## src/rtl/logic_unit_arbiter_pkg.sv

```systemverilog
// Shared widths and op-code constants for the logic-unit arbiter and its
// control-side users.
package logic_unit_arbiter_pkg;

   localparam int WIDTH = 32;
   localparam int OPW   = 2;

   typedef enum logic [OPW-1:0] {
      OP_AND = 2'b00,
      OP_OR  = 2'b01,
      OP_XOR = 2'b10,
      OP_NOR = 2'b11
   } op_e;

   typedef struct packed {
      op_e              op;
      logic [WIDTH-1:0] a;
      logic [WIDTH-1:0] b;
   } req_t;

endpackage

```

## src/rtl/logic_unit_arbiter_logic_unit_32.sv

```systemverilog
// Combinational 32-bit bitwise logic unit: parallel AND/OR/XOR/NOR arrays
// followed by a fully decoded 4:1 select.
module logic_unit_32
   import logic_unit_arbiter_pkg::*;
(
   input  op_e              op,
   input  logic [WIDTH-1:0] a,
   input  logic [WIDTH-1:0] b,
   output logic [WIDTH-1:0] y
);

   logic [WIDTH-1:0] and_y;
   logic [WIDTH-1:0] or_y;
   logic [WIDTH-1:0] xor_y;
   logic [WIDTH-1:0] nor_y;

   assign and_y = a & b;
   assign or_y  = a | b;
   assign xor_y = a ^ b;
   assign nor_y = ~or_y;

   always_comb begin
      // NOTE: give every always_comb output a value before any branch so no
      // path leaves it unassigned and a latch is never inferred.
      y = and_y;
      unique case (op)
         OP_AND: y = and_y;
         OP_OR:  y = or_y;
         OP_XOR: y = xor_y;
         OP_NOR: y = nor_y;
      endcase
   end

endmodule

```

## src/rtl/logic_unit_arbiter.sv

```systemverilog
// Round-robin arbiter sharing one logic unit between two valid/ready
// requesters, with a 1-entry registered result slot.
module logic_unit_arbiter
   import logic_unit_arbiter_pkg::*;
(
   input  logic             clk,
   input  logic             reset,
   input  logic             req0_valid,
   output logic             req0_ready,
   input  logic [OPW-1:0]   req0_op,
   input  logic [WIDTH-1:0] req0_a,
   input  logic [WIDTH-1:0] req0_b,
   input  logic             req1_valid,
   output logic             req1_ready,
   input  logic [OPW-1:0]   req1_op,
   input  logic [WIDTH-1:0] req1_a,
   input  logic [WIDTH-1:0] req1_b,
   output logic             rsp_valid,
   input  logic             rsp_ready,
   output logic [WIDTH-1:0] rsp_result,
   output logic             rsp_id
);

   logic             rsp_valid_q, rsp_valid_d;
   logic [WIDTH-1:0] rsp_result_q, rsp_result_d;
   logic             rsp_id_q, rsp_id_d;
   logic             last_grant_q, last_grant_d;

   logic             slot_free;
   logic             gnt0, gnt1, xfer, sel_id;
   req_t             sel_req;
   logic [WIDTH-1:0] lu_y;

   assign slot_free = !rsp_valid_q || rsp_ready;

   // On a tie the requester that did not win last time gets the unit.
   assign gnt0 = !reset && slot_free && req0_valid && (!req1_valid || last_grant_q);
   assign gnt1 = !reset && slot_free && req1_valid && (!req0_valid || !last_grant_q);
   assign xfer   = gnt0 || gnt1;
   assign sel_id = gnt1;

   always_comb begin
      sel_req = '{op: op_e'(req0_op), a: req0_a, b: req0_b};
      if (sel_id) begin
         sel_req = '{op: op_e'(req1_op), a: req1_a, b: req1_b};
      end
   end

   logic_unit_32 u_logic_unit (
      .op (sel_req.op),
      .a  (sel_req.a),
      .b  (sel_req.b),
      .y  (lu_y)
   );

   always_comb begin
      rsp_valid_d  = rsp_valid_q;
      rsp_result_d = rsp_result_q;
      rsp_id_d     = rsp_id_q;
      last_grant_d = last_grant_q;
      if (xfer) begin
         rsp_valid_d  = 1'b1;
         rsp_result_d = lu_y;
         rsp_id_d     = sel_id;
         last_grant_d = sel_id;
      end else if (rsp_ready) begin
         rsp_valid_d  = 1'b0;
      end
   end

   // NOTE: state registers use non-blocking assignments so every flop samples
   // the pre-edge value of the others, independent of statement order.
   always_ff @(posedge clk) begin
      if (reset) begin
         rsp_valid_q  <= 1'b0;
         rsp_result_q <= '0;
         rsp_id_q     <= 1'b0;
         last_grant_q <= 1'b1;
      end else begin
         rsp_valid_q  <= rsp_valid_d;
         rsp_result_q <= rsp_result_d;
         rsp_id_q     <= rsp_id_d;
         last_grant_q <= last_grant_d;
      end
   end

   assign req0_ready = gnt0;
   assign req1_ready = gnt1;
   assign rsp_valid  = rsp_valid_q;
   assign rsp_result = rsp_result_q;
   assign rsp_id     = rsp_id_q;

endmodule

```

## config.mk

```make
export PLATFORM = sky130hd
export DESIGN_NAME = logic_unit_arbiter
export DESIGN_NICKNAME = d
export VERILOG_FILES = /design/src/rtl/logic_unit_arbiter_pkg.sv /design/src/rtl/logic_unit_arbiter_logic_unit_32.sv /design/src/rtl/logic_unit_arbiter.sv
export SDC_FILE = /design/constraint.sdc
export NUM_CORES = 1
export LEC_CHECK = 0
export ABC_AREA = 1
export CAP_MARGIN = 0
export CORE_ASPECT_RATIO = 0.75
export CORE_UTILIZATION = 46
export CTS_CLUSTER_DIAMETER = 150
export DETAILED_ROUTE_END_ITERATION = 12
export PLACE_DENSITY = 0.83
export SKIP_CTS_REPAIR_TIMING = 1
export SLEW_MARGIN = 5
export SYNTH_ARGS = -nofsm -noshare
export SYNTH_HDL_FRONTEND = slang
export SYNTH_SLANG_ARGS = --single-unit
```

## constraint.sdc

```tcl
create_clock -name clk -period 2.4 [get_ports clk]
set_input_delay 0.48 -clock clk [delete_from_list [all_inputs] [get_ports clk]]
set_output_delay 0.48 -clock clk [all_outputs]
set_load 0.01 [all_outputs]
```

==> results.cfg, run 1 <==
[logic_synthesis]
ys_seq_elements = 35
synth_cells = 789
synth_top_cell_by_area = ha_1
synth.area.top_cells = ha_1 (17%), inv_1 (16%), dfxtp_1 (15%)
syn_nets = 990
syn_area_per_cell_um2 = 5.91
yosysSeqAreaShare = 0.150
synth_top_cell_area_share = 0.172
syn_area_um2 = 4660
ys_types = 23
synth_warnings = 0

[placement]
place_area_um2 = 6770
io_buffers = 172
dp_hpwl_um = 10200
gp_congestion = 0.788
place_inst = 1087

[worst_setup_path]
critPathLaunchType = input port
worstPathCellList = clkdlybuf4s50_1, inv_1, a21oi_4, nand2_8, buf_12, o21ai_0, inv_1, ha_1, inv_1, nand3_1, nand3_1, nand3_1, nand2_1, inv_1
critPathKind = in2reg
required_ns = 2.58
endpoint_kind = flop
crit_top_cell = inv_1
worstPathArrival_ns = 2.47
regToRegStartpoint = rsp_valid
cp_slowest_cell = clkdlybuf4s50_1
cpPeakStageDelay_ns = 0.48
startpoint = rsp_ready
path_max_fanout = 27

[sta]
setup_viol = 0
post-route-period-util = 0.955
relSlewSlack = 0.749
drv_slew = 0
worst_pin_slew_ns = 0.377
rsz0062_at_grt = true
post-route-min-period_ns = 2.29
finalHoldViolCount = 0
fin_worst_skew_ns = 0.00212
fmax_mhz = 436

[finish]
layout.cells.non_filler = 1096
final_nets = 1164
final_util = 0.716
insertedDiodeCount = 0
layout-drive-gt1-share = 0.102
area_growth_pct = 49.5
fin_area_um2 = 6970

[floorplanning]
die-area_um2 = 10600
die_h_um = 89.2
start_util = 0.479
io_pins = 173
die_w_um = 118
rows = 31
core_um2 = 9740

[global_route]
grt_max_degree = 50
grt_pass1_vias = 4913
grt_usage = 0.265
grt_overflow = 0
antenna_found_initial = 0
grt_pass1_wl_um = 22800

[routing]
drc_errors = 0
drt-total-wl_um = 14000
vias_per_cell = 4.90
ant_nets = 0
route.vias.total = 5372
wl_per_cell_um = 12.8
drtIter0Drc = 333
first_pass_iters = 5

[status]
status = complete, no violations

[power_and_ir_drop]
leakagePower_nw = 3.85
comb_power_share = 0.490
p_seq_frac = 0.251
power_frac_clock = 0.259
ir_drop_mv = 0.326
p_per_area_nw_per_um2 = 388
internal_power_mw = 1.77
p_sw_frac = 0.347
switching_power_mw = 0.940

[clock_network]
clk_pin_slew_worst_paths_ns = 0.06
cts_tree = built
clock-sinks = 35
cts_made_buffers = 5
clock_latency_ns = 0.28
cts.path.max_buffers = 2
htreeDepth = 2
root_buffer = clkbuf_16

[min_path]
worstHoldPathType = reg2reg
worstHoldStart = rsp_id

[job]
cap_violations = 0
## per-layer routing
layer	GRT usage	wire length, um	share of wire
met1	0.332	6320	0.45
met2	0.484	6430	0.46
met3	0.0472	1130	0.081
met4	0.0524	108	0.0077
met5	0	0	0
## power groups by stage
stage	sequential, mW	clock [mW]	combinational, mW
5_1_grt	0.687	0.739	1.49
3_3_place_gp	0.688	0	1.27
4_1_cts	0.678	0.714	1.31
2_1_floorplan	0.715	0	0.679
6_report	0.679	0.700	1.33
3_5_place_dp	0.689	0	1.30
## cell usage in the layout, fill, tap and decap left out, drive strengths merged
cell	instances
o21ai	96
or2	32
buf	41
o21bai	1
nand2	147
clkdlybuf4s50	169
o211ai	1
clkbuf	9
dfxtp	35
dlymetal6s2s	3
nand3	131
a31oi	1
nor2	1
a21oi	32
ha	64
inv	201
## Yosys cell counts
library cell / number
clkbuf_1: 16
dfxtp_1: 35
nand2_4: 4
buf_4: 5
o21ai_1: 1
o21bai_4: 1
nand3_2: 1
o211ai_1: 1
nor2_4: 1
nand2_1: 136
inv_1: 199
a21oi_4: 1
buf_2: 21
clkbuf_2: 1
nand2_2: 7
a21oi_1: 31
nand3_1: 130
ha_1: 64
inv_2: 2
o21ai_0: 95
a31oi_1: 1
or2_2: 32
buf_6: 4
## worst max-delay path: cells and delay by family
kind                       cells  cell delay, ns
buffers and inverters          6            0.89
AOI/OAI and AO/OA              2            0.46
adders and majority gates      1            0.20
and+or+nand+nor                5            0.44
## cells by family after synthesis
group / Yosys count / share of synthesized area
fa+ha+maj: 64 / 0.172
flops: 35 / 0.150
simple gates: 311 / 0.315
buf+inv: 248 / 0.216
compound gates: 131 / 0.147
## through the flow
stage / total power, mW / setup WS, ns / setup TNS (ns) / hold WS, ns
after floorplan: 1.39 / 0.352 / 0 / 0.491
after global placement: 1.96 / -0.132 / -2.76 / 0.451
after detailed placement: 1.99 / -0.180 / -4.06 / 0.460
after CTS: 2.70 / -0.158 / -0.224 / 0.468
after global routing: 2.92 / -0.0211 / -0.0801 / 0.482
final: 2.71 / 0.108 / 0 / 0.466
## final timing paths
kind | endpoint | slack (ns) | depth (start not counted)
max | rsp_result[7] | 0.11 | 14
max reg2reg | rsp_result[7] | 0.42 | 14
min reg2reg | rsp_id | 0.47 | 2
min | rsp_id | 0.47 | 2
## area by class of cell
type / count / area, um^2
inverters: 201 / 754
multi-input cells: 506 / 2970
clock buffers: 8 / 156
repair buffers: 214 / 2220
flip-flops and latches: 35 / 701
fillers: 816 / 2760
well taps: 132 / 165
## sequential cells by signal, summed over array words and instances, names as in the netlist
signal and cells:
rsp_result 32, last_grant_q 1, rsp_id 1, rsp_valid 1
No activity file was read; power rests on OpenSTA's default activity.
==> inputs of run 2 (changes only) <==
--- a/config.mk
+++ b/config.mk
@@ -10,6 +10,7 @@
 export CORE_ASPECT_RATIO = 0.75
 export CORE_UTILIZATION = 46
 export CTS_CLUSTER_DIAMETER = 150
+export CTS_CLUSTER_SIZE = 30
 export DETAILED_ROUTE_END_ITERATION = 12
 export PLACE_DENSITY = 0.83
 export SKIP_CTS_REPAIR_TIMING = 1
==> results of run 2 <==
Same layout as run 1: the final DEF is identical, and so are final timing and power.
==> inputs of run 3 (changes only) <==
--- a/config.mk
+++ b/config.mk
@@ -14,7 +14,7 @@
 export DETAILED_ROUTE_END_ITERATION = 12
 export PLACE_DENSITY = 0.83
 export SKIP_CTS_REPAIR_TIMING = 1
-export SLEW_MARGIN = 5
+export SLEW_MARGIN = 10
 export SYNTH_ARGS = -nofsm -noshare
 export SYNTH_HDL_FRONTEND = slang
 export SYNTH_SLANG_ARGS = --single-unit
==> results of run 3 <==
Same layout as run 1: the final DEF is identical, and so are final timing and power.
